<file path="src/rtl/fft_in_pkg.sv">
// ============================================================================
// Module      : fft_in_pkg
// Description : Shared definitions for the FFT input ping-pong buffer:
//               read-side FSM state encoding and a bit-reversal helper used
//               to produce in-place DIT read ordering.
//               Optional feature macro: FFT_IN_BITREV_EN (used by fft_in_buf).
// Revision    : 1.0 - initial release
// ============================================================================
`default_nettype none

package fft_in_pkg;

    // Read-side FSM states. Explicit 2-bit encoding; the spare code 2'b11
    // is treated as IDLE by the next-state logic.
    typedef enum logic [1:0] {
        ST_IDLE  = 2'd0,
        ST_ARMED = 2'd1,
        ST_SERVE = 2'd2
    } fft_in_state_t;

    // Widest index the bit-reversal helper supports (frames up to 64K words).
    localparam int c_BITREV_MAX_W = 16;

    // Reverse the low 'width' bits of 'value'; bits above 'width' return 0.
    // Callers pass their own FFTSIZ as 'width' and truncate the result.
    function automatic logic [c_BITREV_MAX_W-1:0] bit_rev(
        input logic [c_BITREV_MAX_W-1:0] value,
        input int                        width
    );
        logic [c_BITREV_MAX_W-1:0] result;
        result = '0;
        for (int i = 0; i < c_BITREV_MAX_W; i++) begin
            if (i < width) begin
                result[i] = value[width-1-i];
            end
        end
        return result;
    endfunction

endpackage : fft_in_pkg

`default_nettype wire

</file>
<file path="src/rtl/fft_in_bank.sv">
// ============================================================================
// Module      : fft_in_bank
// Description : One frame bank of the FFT input buffer: 2^FFTSIZ x NUBITS
//               register array with a synchronous write port and an
//               asynchronous (combinational) read port.
//               Optional feature macro: none (FFT_IN_BITREV_EN only affects
//               the read address generated in fft_in_buf).
// Revision    : 1.0 - initial release
// ============================================================================
`default_nettype none

module fft_in_bank
    import fft_in_pkg::*;
#(
    parameter int NUBITS = 32,
    parameter int FFTSIZ = 3
) (
    input  logic              clk,
    input  logic              we,
    input  logic [FFTSIZ-1:0] waddr,
    input  logic [NUBITS-1:0] wdata,
    input  logic [FFTSIZ-1:0] raddr,
    output logic [NUBITS-1:0] rdata
);

    localparam int c_DEPTH = 1 << FFTSIZ;

    // Storage is not reset: stale contents are never observable because
    // the full flags gate every read of a bank.
    logic [NUBITS-1:0] r_mem [c_DEPTH];

    // Synchronous write of one sample.
    always_ff @(posedge clk) begin
        if (we) begin
            r_mem[waddr] <= wdata;
        end
    end

    assign rdata = r_mem[raddr];

endmodule : fft_in_bank

`default_nettype wire

</file>
<file path="src/rtl/fft_in_buf.sv">
// ============================================================================
// Module      : fft_in_buf
// Description : Ping-pong frame buffer in front of the FFT processor input.
//               Collects frames of 2^FFTSIZ samples from a valid/ready
//               stream into two banks, raises a one-cycle itr pulse when a
//               frame is ready, then serves one word per req_in strobe on
//               io_in. req_in outside of serving sets the sticky und flag.
//               Optional feature macro: FFT_IN_BITREV_EN - when defined the
//               frame is served in FFTSIZ-bit reversed address order.
// Revision    : 1.0 - initial release
// ============================================================================
`default_nettype none

module fft_in_buf
    import fft_in_pkg::*;
#(
    parameter int NUBITS = 32,
    parameter int FFTSIZ = 3
) (
    input  logic              clk,
    input  logic              rst,       // asynchronous, active-low
    input  logic [NUBITS-1:0] s_data,
    input  logic              s_valid,
    output logic              s_ready,
    output logic [NUBITS-1:0] io_in,
    input  logic              req_in,
    output logic              itr,
    output logic              und
);

    localparam logic [FFTSIZ-1:0] c_LAST_IDX = {FFTSIZ{1'b1}};

    // ------------------------------------------------------------------
    // State
    // ------------------------------------------------------------------
    logic [1:0]        r_full;
    logic              r_wr_bank;
    logic              r_rd_bank;
    logic [FFTSIZ-1:0] r_wr_ptr;
    logic [FFTSIZ-1:0] r_rd_ptr;
    logic              r_und;
    fft_in_state_t     r_state;

    // ------------------------------------------------------------------
    // Combinational signals
    // ------------------------------------------------------------------
    fft_in_state_t     w_state_next;
    logic              w_wr_fire;
    logic              w_wr_last;
    logic              w_rd_fire;
    logic              w_rd_last;
    logic              w_serving;
    logic              w_itr;
    logic [1:0]        w_full_set;
    logic [1:0]        w_full_clr;
    logic [1:0]        w_bank_we;
    logic [FFTSIZ-1:0] w_rd_addr;
    logic [NUBITS-1:0] w_bank_rdata [2];

    // ------------------------------------------------------------------
    // Write side
    // ------------------------------------------------------------------
    // The writer only ever targets a bank that is not full, so s_ready is a
    // pure function of registered flags and never looks at s_valid.
    assign s_ready   = ~r_full[r_wr_bank];
    assign w_wr_fire = s_valid & s_ready;
    assign w_wr_last = w_wr_fire & (r_wr_ptr == c_LAST_IDX);

    // Write pointer advances per handshake; bank flips on the last word.
    always_ff @(posedge clk or negedge rst) begin
        if (!rst) begin
            r_wr_ptr  <= '0;
            r_wr_bank <= 1'b0;
        end else if (w_wr_fire) begin
            r_wr_ptr <= r_wr_ptr + 1'b1;
            if (w_wr_last) begin
                r_wr_ptr  <= '0;
                r_wr_bank <= ~r_wr_bank;
            end
        end
    end

    // ------------------------------------------------------------------
    // Full flags
    // ------------------------------------------------------------------
    // Set and clear always target different banks (writer needs an empty
    // bank, reader a full one), so both may apply in the same cycle.
    assign w_full_set = w_wr_last ? (r_wr_bank ? 2'b10 : 2'b01) : 2'b00;
    assign w_full_clr = w_rd_last ? (r_rd_bank ? 2'b10 : 2'b01) : 2'b00;

    // Full flag register: completed frames set, fully read frames clear.
    always_ff @(posedge clk or negedge rst) begin
        if (!rst) begin
            r_full <= 2'b00;
        end else begin
            r_full <= (r_full | w_full_set) & ~w_full_clr;
        end
    end

    // ------------------------------------------------------------------
    // Read-side FSM
    // ------------------------------------------------------------------
    // FSM state register.
    always_ff @(posedge clk or negedge rst) begin
        if (!rst) begin
            r_state <= ST_IDLE;
        end else begin
            r_state <= w_state_next;
        end
    end

    // Next-state and read-side decode. IDLE always lasts at least one cycle
    // after a frame completes, which spaces consecutive itr pulses.
    always_comb begin
        w_state_next = r_state;
        w_rd_fire    = 1'b0;
        w_serving    = 1'b0;
        w_itr        = 1'b0;
        case (r_state)
            ST_IDLE: begin
                if (r_full[r_rd_bank]) begin
                    w_state_next = ST_ARMED;
                end
            end
            ST_ARMED: begin
                w_itr        = 1'b1;
                w_state_next = ST_SERVE;
            end
            ST_SERVE: begin
                w_serving = 1'b1;
                if (req_in) begin
                    w_rd_fire = 1'b1;
                    if (r_rd_ptr == c_LAST_IDX) begin
                        w_state_next = ST_IDLE;
                    end
                end
            end
            default: begin
                w_state_next = ST_IDLE;
            end
        endcase
    end

    assign w_rd_last = w_rd_fire & (r_rd_ptr == c_LAST_IDX);

    // Read pointer advances per strobe in SERVE; bank flips on the last read.
    always_ff @(posedge clk or negedge rst) begin
        if (!rst) begin
            r_rd_ptr  <= '0;
            r_rd_bank <= 1'b0;
        end else if (w_rd_fire) begin
            r_rd_ptr <= r_rd_ptr + 1'b1;
            if (w_rd_last) begin
                r_rd_ptr  <= '0;
                r_rd_bank <= ~r_rd_bank;
            end
        end
    end

    // Sticky underrun: any strobe while no frame is being served.
    always_ff @(posedge clk or negedge rst) begin
        if (!rst) begin
            r_und <= 1'b0;
        end else if (req_in && !w_serving) begin
            r_und <= 1'b1;
        end
    end

    // ------------------------------------------------------------------
    // Read address ordering
    // ------------------------------------------------------------------
`ifdef FFT_IN_BITREV_EN
    // Bit-reversed order so an in-place DIT FFT can consume the stream.
    assign w_rd_addr = FFTSIZ'(bit_rev(c_BITREV_MAX_W'(r_rd_ptr), FFTSIZ));
`else
    // Natural order.
    assign w_rd_addr = r_rd_ptr;
`endif

    // ------------------------------------------------------------------
    // Frame banks
    // ------------------------------------------------------------------
    generate
        for (genvar b = 0; b < 2; b++) begin : g_bank
            assign w_bank_we[b] = w_wr_fire & (r_wr_bank == 1'(b));

            fft_in_bank #(
                .NUBITS (NUBITS),
                .FFTSIZ (FFTSIZ)
            ) u_bank (
                .clk   (clk),
                .we    (w_bank_we[b]),
                .waddr (r_wr_ptr),
                .wdata (s_data),
                .raddr (w_rd_addr),
                .rdata (w_bank_rdata[b])
            );
        end
    endgenerate

    // ------------------------------------------------------------------
    // Outputs
    // ------------------------------------------------------------------
    assign io_in = w_serving ? w_bank_rdata[r_rd_bank] : '0;
    assign itr   = w_itr;
    assign und   = r_und;

endmodule : fft_in_buf

`default_nettype wire

</file>
<file path="config.mk">
export PLATFORM = sky130hd
export DESIGN_NAME = fft_in_buf
export DESIGN_NICKNAME = d
export VERILOG_FILES = /design/src/rtl/fft_in_pkg.sv /design/src/rtl/fft_in_bank.sv /design/src/rtl/fft_in_buf.sv
export SDC_FILE = /design/constraint.sdc
export NUM_CORES = 1
export LEC_CHECK = 0
export ABC_AREA = 1
export BUFFER_PORTS_ARGS = -buffer_cell sky130_fd_sc_hd__buf_2
export CAP_MARGIN = 25
export CORE_AREA = 2 2 196 179
export CTS_CLUSTER_SIZE = 20
export DETAILED_ROUTE_END_ITERATION = 8
export DIE_AREA = 0 0 198 181
export HOLD_SLACK_MARGIN = 0.05
export PLACE_DENSITY = 0.84
export REMOVE_ABC_BUFFERS = 1
export SLEW_MARGIN = 25
export SYNTH_ARGS = -nofsm -noshare
export SYNTH_HDL_FRONTEND = slang
export SYNTH_SLANG_ARGS = --single-unit
export TNS_END_PERCENT = 20
</file>
<file path="constraint.sdc">
create_clock -name clk -period 7 [get_ports clk]
set_clock_uncertainty 0.1 [all_clocks]
set_input_delay 0.35 -clock clk [delete_from_list [all_inputs] [get_ports clk]]
set_output_delay 0.35 -clock clk [all_outputs]
set_load 0.05 [all_outputs]
</file>
==> flow_summary.toml, run 1 <==
[clock_network]
cts_sinks = 525
cts_resized = 0
clkTransAtPathRegs_ps = 60
cts_tree = "done"
cts-root-buf = "clkbuf_16"
clk_latency_ps = 550
cts_buffer_depth = 3
htreeDepth = 2
cts_buffers = 50

[die]
die_h_um = 181
die_x_um = 198
coreArea_sq_um = 33700
rows = 64
die-area_sq_um = 35800
start_util = 0.664
boundaryPins = 71

[setup_path]
critical-path-max-stage-delay_ps = 810
worstSetupPathType = "flop to output pin"
cp_cell_sequence = "inv_6 -> buf_12 -> nand2_1 -> nand2_1 -> nand2_1 -> nand3_1 -> nand3_1 -> a21oi_1 -> buf_2"
cp_max_fo = 178
cp_slowest_cell = "dfrtp_4"
startpoint_type = "flop"
crit_top_cell = "nand2_1"
cp.arrival_ps = 3960
required_ps = 6550
endpoint_kind = "output pin"

[logic_synthesis]
synth_top_area_frac = 0.687
synth_top_area_cell = "edfxtp_1"
yosys_warnings = 0
synth_edf_count = 512
ys_async_sr_fraction = 0.0248
synth_area_leaders = "edfxtp_1 69%, nand2_1 13%, nand3_1 7.4%, inv_1 4.5%, dfrtp_1 1.5%"
yosysSeqAreaShare = 0.701
syn-cell-area_sq_um = 22400
synth.distinct_cells = 22
synth_area_per_cell_sq_um = 10.7
syn_inst = 2090
ys_ff_latch = 525
synth-main-ff-cell = "edfxtp_1"

[power_and_ir_drop]
ir_worst_vdd_mv = 0.336
power_mw = 9.60
p_per_area_nw_per_um2 = 389
p_leak_nw = 10.2

[grt]
grt_overflow_total = 0
grt_use_total = 0.301
grt_max_degree = 179
grt_pass1_wl_mm = 81.3
grt_pass1_vias = 15000
antenna_found_initial = 0

[sta]
worst_pin_slew_ps = 1020
hold_viol_final = 0
fin_crit_ps = 4410
fin_crit_sh = 0.631
timing.fmax_ghz = 0.227
worst_hold_slack_ps = 65.5
grt_setup_unrepaired = "no"
maxSlewViolCount = 0
tns_ps = 0
finalSetupViolCount = 0
finalWorstSetupSlack_ps = 2590
relSlewSlack = 0.323

[worst_hold_path]
hp-class = "primary input to flop"

[routing]
ant_nets = 0
vias = 15200
drc_errors = 0
drt-total-wl_mm = 53.0
wl_per_cell_um = 20.0
routed_via_density = 5.73
drt_first_pass_iters = 6
drtIter0Drc = 1912

[layout]
final_cell_area_sq_um = 24700
utilization = 0.732
regArea_sq_um = 15700
drive_gt1_frac = 0.0831
area_growth_pct = 10.2
n_fill_cell = 2083
final_common_cell = "nand2_1"
layout.nets = 2190
multi_input_area_sq_um = 5090
fin_cells = 2653
final_cell_mix = "775 x nand2_1, 512 x edfxtp_1, 332 x nand3_1"

[place]
placedCellCount = 2537
placed_area_sq_um = 23000
hpwl_mm = 25.4
io_buffers = 70
pre_cts_ws_ps = 3290
place_congestion = 0.780

[job]
maxCapViolations = 0

[status]
status = "complete, no violations"
cells in the mapped netlist, types with 2 or more instances:
master and number:
a21oi_1 36, dfrtp_1 13, clkbuf_1 20, buf_4 8, o21ai_0 9, buf_2 49, buf_1 8, edfxtp_1 512
inv_1 271, nor2_1 20, clkinv_1 2, nand2_1 776, ha_1 4, nand3_1 332, buf_6 23
cells by family after synthesis:
kind of cell    Yosys count  synth area share
xor+xnor                  1          0.000391
flops                   525             0.701
simple gates           1129             0.208
fa+ha+maj                 4           0.00224
buf+inv                 383            0.0770
compound gates           48            0.0111
layer usage:
layer | GRT usage | routed length, um
met3 | 0.0517 | 5320
met2 | 0.498 | 26100
met5 | 0 | 0
met1 | 0.396 | 19600
met4 | 0.135 | 2020
layout make-up:
type,count,share of cell area
Clock inverter,27,0.00614
Tap cell,462,0.0234
Sequential cell,525,0.637
Antenna cell,1,0.000101
Inverter,274,0.0420
Multi-Input combinational cell,1182,0.206
Clock buffer,65,0.0539
Timing Repair Buffer,117,0.0313
final timing paths:
check                                        start                                endpoint  slack [ps]  depth (start not counted)
setup / recovery           r_rd_ptr[0]$_DFFE_PN0P_                               io_in[22]        2590                          9
hold / removal                           s_data[8]  g_bank[1].u_bank.r_mem[1][8]$_DFFE_PP_          70                          1
setup reg to reg             r_wr_bank$_DFFE_PN0P_  g_bank[1].u_bank.r_mem[7][4]$_DFFE_PP_        3950                          8
hold reg to reg             r_state[0]$_DFFE_PN0P_                  r_state[0]$_DFFE_PN0P_         360                          1
max in group asynchronous                      rst                 r_rd_ptr[0]$_DFFE_PN0P_        6420                          2
min in group asynchronous                      rst                 r_wr_ptr[0]$_DFFE_PN0N_         110                          2
report_power, final:
group | leakage (nW) | total (mW) | switching, mW | internal, mW
clock | 0.723 | 2.48 | 1.11 | 1.37
combinational | 4.73 | 3.17 | 2.35 | 0.816
sequential | 4.77 | 3.95 | 0.257 | 3.69
total | 10.2 | 9.60 | 3.72 | 5.88
what timing repair did:
item                                   CTS  global route
setup buffers                            0             0
endpoints found under the hold margin  281             0
hold buffers                            23             0
worst max-delay path, delay by kind of cell, from the launching register on:
family                 cells  cell delay (ps)
AO/OA/AOI/OAI              1              320
buffers and inverters      3             1510
flip-flops                 1              810
AND/OR/NAND/NOR            5              480
state kept, by name, summed over array words and instances, names as in the netlist:
name / flops
g_bank.u_bank.r_mem: 512
r_full: 2
r_rd_bank: 1
r_rd_ptr: 3
r_state: 2
r_wr_bank: 1
r_wr_ptr: 3
und: 1
Power figures use the tool's default switching activity.
==> run 2, diff against run 1 <==
Settings changed: CORE_AREA 2 2 196 179 to 2 2 204 186, DIE_AREA 0 0 198 181 to 0 0 206 188, PLACE_DENSITY 0.84 to 0.79.
Clock period 7 ns to 4.2 ns, I/O delays scaled along.
==> flow_summary.toml, run 2 (same netlist as run 1, synthesis figures left out) <==
[grt]
met3_usage = 0.0487
grt_max_degree = 145
use_met2 = 0.449
use_met1 = 0.378
grt_pass1_vias = 15000
antenna_found_initial = 0
grt_pass1_wl_mm = 81.9
busiest_layer = "met2"
grt_use_total = 0.278
grt_overflow_total = 0

[sta]
worst_pin_slew_ps = 1020
finalWorstSetupSlack_ps = 365
maxSlewViolCount = 0
fin_crit_sh = 0.913
hold_viol_final = 0
grt_setup_unrepaired = "no"
timing.fmax_ghz = 0.261
finalSetupViolCount = 0
fin_crit_ps = 3830
worst_hold_slack_ps = 321
relSlewSlack = 0.322

[setup_path]
cp_max_fo = 36
cp.arrival_ps = 3520
cp_cell_sequence = "clkinv_1 -> buf_4 -> nand3_1 -> a21oi_1 -> buf_2"
cp_slowest_cell = "dfrtp_2"
path_buf_inv = 3
reg2regPathDepth = 8
worstSetupPathType = "flop to output pin"
endpoint_kind = "output pin"
critical-path-max-stage-delay_ps = 1040
startpoint_type = "flop"
critPathTopFamily = "buffers and inverters"
reg2reg_from = "r_wr_bank$_DFFE_PN0P_"
required_ps = 3890
rrSetupSlack_ps = 1220
r2r-end = "g_bank[0].u_bank.r_mem[6][17]$_DFFE_PP_"

[layout]
regMostFlops = "g_bank.u_bank.r_mem"
final_common_cell = "nand2_1"
n_fill_cell = 2502
layout.nets = 2214
final_cell_mix = "775 x nand2_1, 512 x edfxtp_1, 332 x nand3_1"
reg_top3 = "g_bank.u_bank.r_mem (512), r_rd_ptr (3), r_wr_ptr (3)"
largest_register_ffs = 512
area_growth_pct = 12.5
drive_gt1_frac = 0.0880
n_antenna_cell = 0

[clock_network]
cts_hold_buffers = 36
clk_latency_ps = 600
cts_resized = 0
cts_tree = "done"
cts_buffers = 51
cts_buffer_depth = 3
clkTransAtPathRegs_ps = 60
cts_sinks = 525
cts_setup_buffers = 0
htreeDepth = 2
cts-root-buf = "clkbuf_16"

[routing]
ant_nets = 0
drt_first_pass_iters = 7
drt-total-wl_mm = 52.9
drc_errors = 0
vias = 15200
routed_via_density = 5.65
drtIter0Drc = 1781
wl_per_cell_um = 19.6

[die]
die_x_um = 206
die-area_sq_um = 38700
start_util = 0.610
boundaryPins = 71
rows = 67
die_h_um = 188
coreArea_sq_um = 36700

[power_and_ir_drop]
p_leak_nw = 10.4
ir_worst_vdd_mv = 0.555
p_per_area_nw_per_um2 = 656

[worst_hold_path]
min_from = "req_in"
whs_endpoint = "und$_DFFE_PN0P_"
hp-class = "primary input to flop"
hold_path_depth = 3

[job]
maxCapViolations = 0

[place]
place_congestion = 0.819
pre_cts_ws_ps = 1180
io_buffers = 70
hpwl_mm = 28.7

[status]
status = "complete, no violations"
run 2: metrics by stage:
stage          power [mW]  instance area (sq um)   util  TNS, ps  std cells
2_1_floorplan        10.4                  21700      -  -121080       1981
3_3_place_gp         11.8                  23000  0.627        0       2561
3_5_place_dp         12.0                  23200  0.632        0       2568
4_1_cts              16.5                  25200  0.686        0       2700
5_1_grt              17.3                  25200  0.686        0       2700
6_report             16.5                  25200  0.686        0       2700
run 2: layout make-up:
type,count,area [sq um],share of cell area
Timing Repair Buffer,140,1120,0.0446
Multi-Input combinational cell,1182,5080,0.202
Tap cell,483,604,0.0240
Inverter,274,1040,0.0411
Clock inverter,32,284,0.0113
Sequential cell,525,15700,0.624
Clock buffer,64,1350,0.0534
run 2: how the worst max path moves through the flow:
stage                       startpoint  depth (start not counted)   endpoint
2_1_floorplan  r_rd_ptr[0]$_DFFE_PN0P_                          6   io_in[0]
3_3_place_gp   r_rd_ptr[1]$_DFFE_PN0P_                          7   io_in[6]
3_5_place_dp     r_rd_bank$_DFFE_PN0P_                          5  io_in[25]
4_1_cts          r_rd_bank$_DFFE_PN0P_                          5  io_in[25]
5_1_grt          r_rd_bank$_DFFE_PN0P_                          5   io_in[4]
6_report         r_rd_bank$_DFFE_PN0P_                          5  io_in[25]
run 2: worst min-delay path: cells and delay by family:
kind / cells / cell delay [ps]
AOI/OAI and AO/OA: 1 / 110
buffers and inverters: 2 / 650
run 2: power breakdown:
part           leakage, nW  switching [mW]  internal (mW)
Combinational         4.88            4.03           1.44
Sequential            4.76           0.397           6.15
Clock                0.790            1.93           2.58
Total                 10.4            6.35           10.2
run 2: layer usage:
metal,wire length [um],up-vias,share of wire
li1,-,7031,-
met1,20800,7294,0.39
met2,25900,802,0.49
met3,4430,120,0.084
met4,1780,0,0.034
met5,0,-,0
